## src/rtl/switch_input_debouncer.sv

```systemverilog
// Board DIP-switch front end: per-pin two-flop synchroniser, per-pin debounce,
// sticky change register with clear-on-read, and a combinational halfword read port.
module switch_input_debouncer #(
    parameter int unsigned DEBOUNCE_CYCLES = 200000,
    parameter int unsigned CNT_W           = 18
) (
    input  logic        clock,
    input  logic        reset,
    input  logic        switch_cs,
    input  logic        ioread,
    input  logic [2:0]  switch_addr,
    input  logic [23:0] switch_pins,
    output logic [15:0] switch_rdata
);

    localparam int unsigned N_PINS = 24;
    localparam logic [CNT_W-1:0] CNT_LAST = CNT_W'(DEBOUNCE_CYCLES - 1);

    logic [N_PINS-1:0] sync1_q, sync2_q;
    logic [N_PINS-1:0] stable_q, stable_d;
    logic [N_PINS-1:0] changed_q, changed_d;
    logic [N_PINS-1:0] toggle;
    logic [CNT_W-1:0]  cnt_q [N_PINS];
    logic [CNT_W-1:0]  cnt_d [N_PINS];

    logic rd, clr_lo, clr_hi;

    assign rd     = switch_cs & ioread;
    assign clr_lo = rd && (switch_addr inside {3'b100, 3'b101});
    assign clr_hi = rd && (switch_addr inside {3'b110, 3'b111});

    // Per-bit debounce and change tracking; a toggle on the clearing edge survives.
    always_comb begin
        stable_d  = stable_q;
        changed_d = changed_q;
        toggle    = '0;
        cnt_d     = cnt_q;
        for (int k = 0; k < N_PINS; k++) begin
            if (sync2_q[k] == stable_q[k]) begin
                cnt_d[k] = '0;
            end else if (cnt_q[k] == CNT_LAST) begin
                stable_d[k] = sync2_q[k];
                cnt_d[k]    = '0;
                toggle[k]   = 1'b1;
            end else begin
                cnt_d[k] = cnt_q[k] + CNT_W'(1);
            end
        end
        if (clr_lo) changed_d[15:0]  = '0;
        if (clr_hi) changed_d[23:16] = '0;
        changed_d = changed_d | toggle;
    end

    always_ff @(posedge clock or negedge reset) begin
        if (!reset) begin
            sync1_q   <= '0;
            sync2_q   <= '0;
            stable_q  <= '0;
            changed_q <= '0;
            for (int k = 0; k < N_PINS; k++) cnt_q[k] <= '0;
        end else begin
            sync1_q   <= switch_pins;
            sync2_q   <= sync1_q;
            stable_q  <= stable_d;
            changed_q <= changed_d;
            for (int k = 0; k < N_PINS; k++) cnt_q[k] <= cnt_d[k];
        end
    end

    // Zero-latency read mux; idle bus reads as zero rather than Z.
    always_comb begin
        switch_rdata = 16'h0000;
        if (rd) begin
            case (switch_addr)
                3'b000, 3'b001: switch_rdata = stable_q[15:0];
                3'b010, 3'b011: switch_rdata = {8'h00, stable_q[23:16]};
                3'b100, 3'b101: switch_rdata = changed_q[15:0];
                default:        switch_rdata = {8'h00, changed_q[23:16]};
            endcase
        end
    end

endmodule

```

## config.mk

```make
export PLATFORM = sky130hd
export DESIGN_NAME = switch_input_debouncer
export DESIGN_NICKNAME = d
export VERILOG_FILES = /design/src/rtl/switch_input_debouncer.sv
export SDC_FILE = /design/constraint.sdc
export NUM_CORES = 1
export LEC_CHECK = 0
export BUFFER_PORTS_ARGS = -buffer_cell sky130_fd_sc_hd__buf_4
export CORE_MARGIN = 10
export CORE_UTILIZATION = 30
export DETAILED_ROUTE_END_ITERATION = 12
export PLACE_DENSITY_LB_ADDON = 0.1
export RECOVER_POWER = 50
export SYNTH_ARGS = -nofsm -noshare
export SYNTH_HDL_FRONTEND = slang
export SYNTH_SLANG_ARGS = --single-unit
```

## constraint.sdc

```tcl
create_clock -name clock -period 4.58 [get_ports clock]
set_clock_uncertainty 0.05 [all_clocks]
set_input_delay 0.687 -clock clock [delete_from_list [all_inputs] [get_ports clock]]
set_output_delay 0.687 -clock clock [all_outputs]
set_load 0.05 [all_outputs]
```

# Word level (Yosys, flattened, before mapping)
# Index checks and enable logic that the tools add are counted.
[totals]
regBits = 528
input_bits = 31
wordCells = 288
[op_classes]
reduce_logical = 32
n_eq_ne = 55
n_mux = 100
n_bitwise = 26
add_sub_neg = 24
[op_table]
columns = ["op", "n"]
rows = [
  ["18-bit 2-to-1 mux", 48],
  ["18-bit by 1-bit adder with 18-bit output, second input constant", 24],
  ["18-bit equality test, second input constant", 24],
  ["1-bit 2-to-1 mux", 48],
  ["16-bit case mux with 3 select lines", 1],
  ["2-bit AND reduction", 24],
  ["16-bit 2-to-1 mux", 2],
  ["1-bit equality test", 24],
  ["1-bit NOT", 24],
  ["24-bit bitwise OR", 1],
  ["3-bit equality test, second input constant", 4],
  ["8-bit 2-to-1 mux", 1],
  ["3-bit by 2-bit equality test with 1-bit output, second input constant", 2],
  ["2-bit OR reduction", 3],
  ["2-bit nonzero test", 2],
  ["3-bit by 1-bit equality test with 1-bit output, second input constant", 1],
  ["3-bit logical NOT", 1],
  ["1-bit logical AND", 2],
  ["1-bit bitwise AND", 1],
]

# Depth between registers and ports, before layout
[depth]
ltp_word = 5
mapped_depth = 7
mapped_depth_nobuf = 5

# Least setup slack after synthesis
# Ideal clock, no wire load.
[synth_path]
kind = "input-to-output"
start = "in switch_addr[2]"
end = "out switch_rdata[10]"
cell_stages = 3
setup_slack_ns = 1.724
arrival_ns = 2.119
path_buffers = 1
cell_sequence = "clkbuf_1 nor3b_1 a22o_1"
[synth_via]
elab_chain_len = 4
word_cells_on_any_way = 11
[synth_rtl]
columns = ["item", "line_no", "text"]
rows = [
  ["start, declared", "11", "input logic [2:0] switch_addr,"],
  ["3-bit equality test (tied with other cells)", "74", "case (switch_addr)"],
  ["2-bit OR reduction", "74", ""],
  ["16-bit case mux with 3 select lines *", "74", ""],
  ["16-bit 2-to-1 mux *", "73", "if (rd) begin"],
  ["end, declared", "13", "output logic [15:0] switch_rdata"],
]
# Every way passes the cells marked *; elsewhere a longest branch is shown, timed or not.

# Worst setup path after layout
[layout_path]
start = "in switch_cs"
end = "out switch_rdata[13]"
[layout_via]
elab_chain_len = 2
[layout_rtl]
columns = ["item", "line_no", "text"]
rows = [
  ["start, declared", "9", "input logic switch_cs,"],
  ["1-bit bitwise AND", "28", "assign rd = switch_cs & ioread;"],
  ["16-bit 2-to-1 mux", "73", ""],
]
# Every way passes these cells.

==> out/metrics.cfg <==
[hold_path]
min_path_type=input port to flip-flop
whs_endpoint=sync1_q[15]
hold_depth=1
holdCritStartpoint=switch_pins[15]

[synth]
netlist_area_um2=25000
syn_inst=2453
netlist.area_leader.share=0.528
async_reset_ff_frac=1.00
synth_enable_flop_cells=0
yosysWarnings=0
yosysUniqueCellTypes=60
synth_largest_area_cell=dfrtp_1
synth_nets=2508
netlist_top_cells_area=dfrtp_1 (53%), xnor2_1 (8.8%), nor2_1 (6.6%)
avgSynthCellArea_um2=10.2
ys_seq_area_frac=0.528
ys_ff_latch=528
yosys_most_used_dff=dfrtp_1

[sta]
tns_ns=0
fin_crit_ns=3.08
maxSlewViolCount=81
finalCritPeriodShare=0.672
holdWs_ns=0.177
setup_viol=0
fmax_ghz=0.325
maxSlewHeadroom=-0.669
hold_viol=0
worstMarginPinSlew_ns=2.50
grt_setup_unrepaired=false

[layout]
fillCellCount=8218
nets=2588
antenna_cells=0
final_common_cell=dfrtp_1
final_cell_mix=dfrtp_1 (528), nor2_1 (441), xnor2_1 (251)
drive_above_1_share=0.0913
area_growth_pct=15.6

[routing]
drc=0
antenna_left=0
drt-pass1-iter-count=5
drtIter0Drc=969
drt-total-wl_mm=54.3
vias=17800
wl_per_cell_um=14.9
viasPerCell=4.88

[global_route]
top_usage_layer=met2
grt_overflow=0
grt_max_degree=89
antenna_found_initial=1
grt.met2_usage=0.184
globalRouteMet1Util=0.161
grt_pass1_wl_mm=93.6
use_met3=0.0227
grt_pass1_vias=18100
grt_usage=0.116

[power]
p_leak_nw=11.4
ir_drop_mv=0.205
powerDensity_nw_per_um2=366

[clock_tree]
cts_hold_buf=0
cts_buffers=66
cts_setup_buffers=0
htreeDepth=3
clk_pin_slew_ns=0.06
clk_latency_ns=0.58
root_buffer=clkbuf_16
clockBufferDepth=3
cts_tree=yes
cts_sinks=528
cts.repair.resized=0

[setup_path]
r2r_end=cnt_q[200]
worst-endpoint-required_ns=3.84
worst-path-max-fanout=10
r2r_start=cnt_q[198]
setup.worst_path.end_class=primary output
crit_arrival_ns=2.34
ff2ff_setup_slack_ns=2.05
rr_worst_depth=5
start_kind=input port
critical_path_class=input port to primary output

[job]
drv_cap=1

[floorplanning]
core.rowCount=105
boundaryPins=47
dieArea_um2=95300
die_x_um=309
core_um2=82400
fp.dieH_um=309
initial_core_util=0.304

[run_status]
violations=capacitance limit, slew limit
outcome=complete, but fails checks

[placed_design]
hpwl_mm=34.7
io_buffers=45
gp_congestion=0.755

-- cell usage after synthesis (all sizes together) (8+ instances only) --
master  instances
nand2         118
mux4            8
nand3         162
ha             24
and2            8
dfrtp         528
and4           21
nor3           86
and3           25
or4b            8
or3            27
xor2          111
nor4          122
inv            75
nor4bb          8
or4            26
o21ai          34
nor2b           9
xnor2         251
a22o           25
mux2           24
buf            22
nor2          441
clkbuf         30
or2             9
o31ai          18
a21oi          36
nor4b          12
nand4         138
-- state kept, by name, summed over array words and instances (netlist names) --
name,flops
changed_q,24
sync1_q,24
stable_q,24
cnt_q,432
sync2_q,24
-- layer usage --
metal  vias to the layer above  wire (um)  share of wire
met3                        83       1820          0.033
met5                         -          0              0
met4                         0       1190          0.022
met2                       208      24600           0.45
li1                       8843          -              -
met1                      8715      26700           0.49
-- where the power goes --
part	leakage [nW]	switching [mW]	internal [mW]
Sequential	7.21	0.0762	4.74
Combinational	3.06	0.241	0.100
Clock	1.11	2.03	3.38
Total	11.4	2.34	8.23
-- cells by family after synthesis --
group	count (synthesis)	share of synthesized area
and+or+nand+nor	1232	0.249
DFF	528	0.528
xor gates and xnor gates	362	0.127
AOI/OAI and AO/OA	141	0.0420
buffers and inverters	127	0.0207
muxes	39	0.0210
adders and majority gates	24	0.0120
-- stage by stage --
step            util  worst slack, ns  power (mW)  cell area (um2)  std cells
6_report       0.351             1.50        10.6            28900       3654
5_1_grt        0.351             1.06        11.1            28900       3654
4_1_cts        0.351             1.43        10.8            29000       3654
3_5_place_dp   0.324             1.44        5.26            26700       3535
3_3_place_gp   0.324             1.45        5.26            26700       3535
2_1_floorplan      -             1.72        5.05            25000       2453
-- final cells by class --
cell class | instances | area [um2] | area share
Multi-Input combinational cell | 1798 | 11300 | 0.390
Timing Repair Buffer | 64 | 523 | 0.0181
Inverter | 75 | 282 | 0.00974
Sequential cell | 528 | 13200 | 0.457
Clock buffer | 98 | 1980 | 0.0684
Clock inverter | 21 | 292 | 0.0101
Tap cell | 1070 | 1340 | 0.0463
-- how the worst max path moves through the flow --
stage                    from               end  slack, ns  depth (start not counted)
2_1_floorplan  switch_addr[2]  switch_rdata[10]       1.72                          3
3_3_place_gp        switch_cs  switch_rdata[13]       1.45                          6
3_5_place_dp        switch_cs  switch_rdata[13]       1.44                          6
4_1_cts             switch_cs  switch_rdata[13]       1.43                          6
5_1_grt                 reset         cnt_q[67]       1.06                          2
6_report            switch_cs  switch_rdata[13]       1.50                          6
-- worst max-delay path: stages --
cell     delay [ns]
buf_4          0.09
nand2_1        0.50
nor3b_2        0.34
buf_4          0.28
a22o_1         0.22
buf_4          0.21
Note: power is estimated with default switching activity, not from simulation.
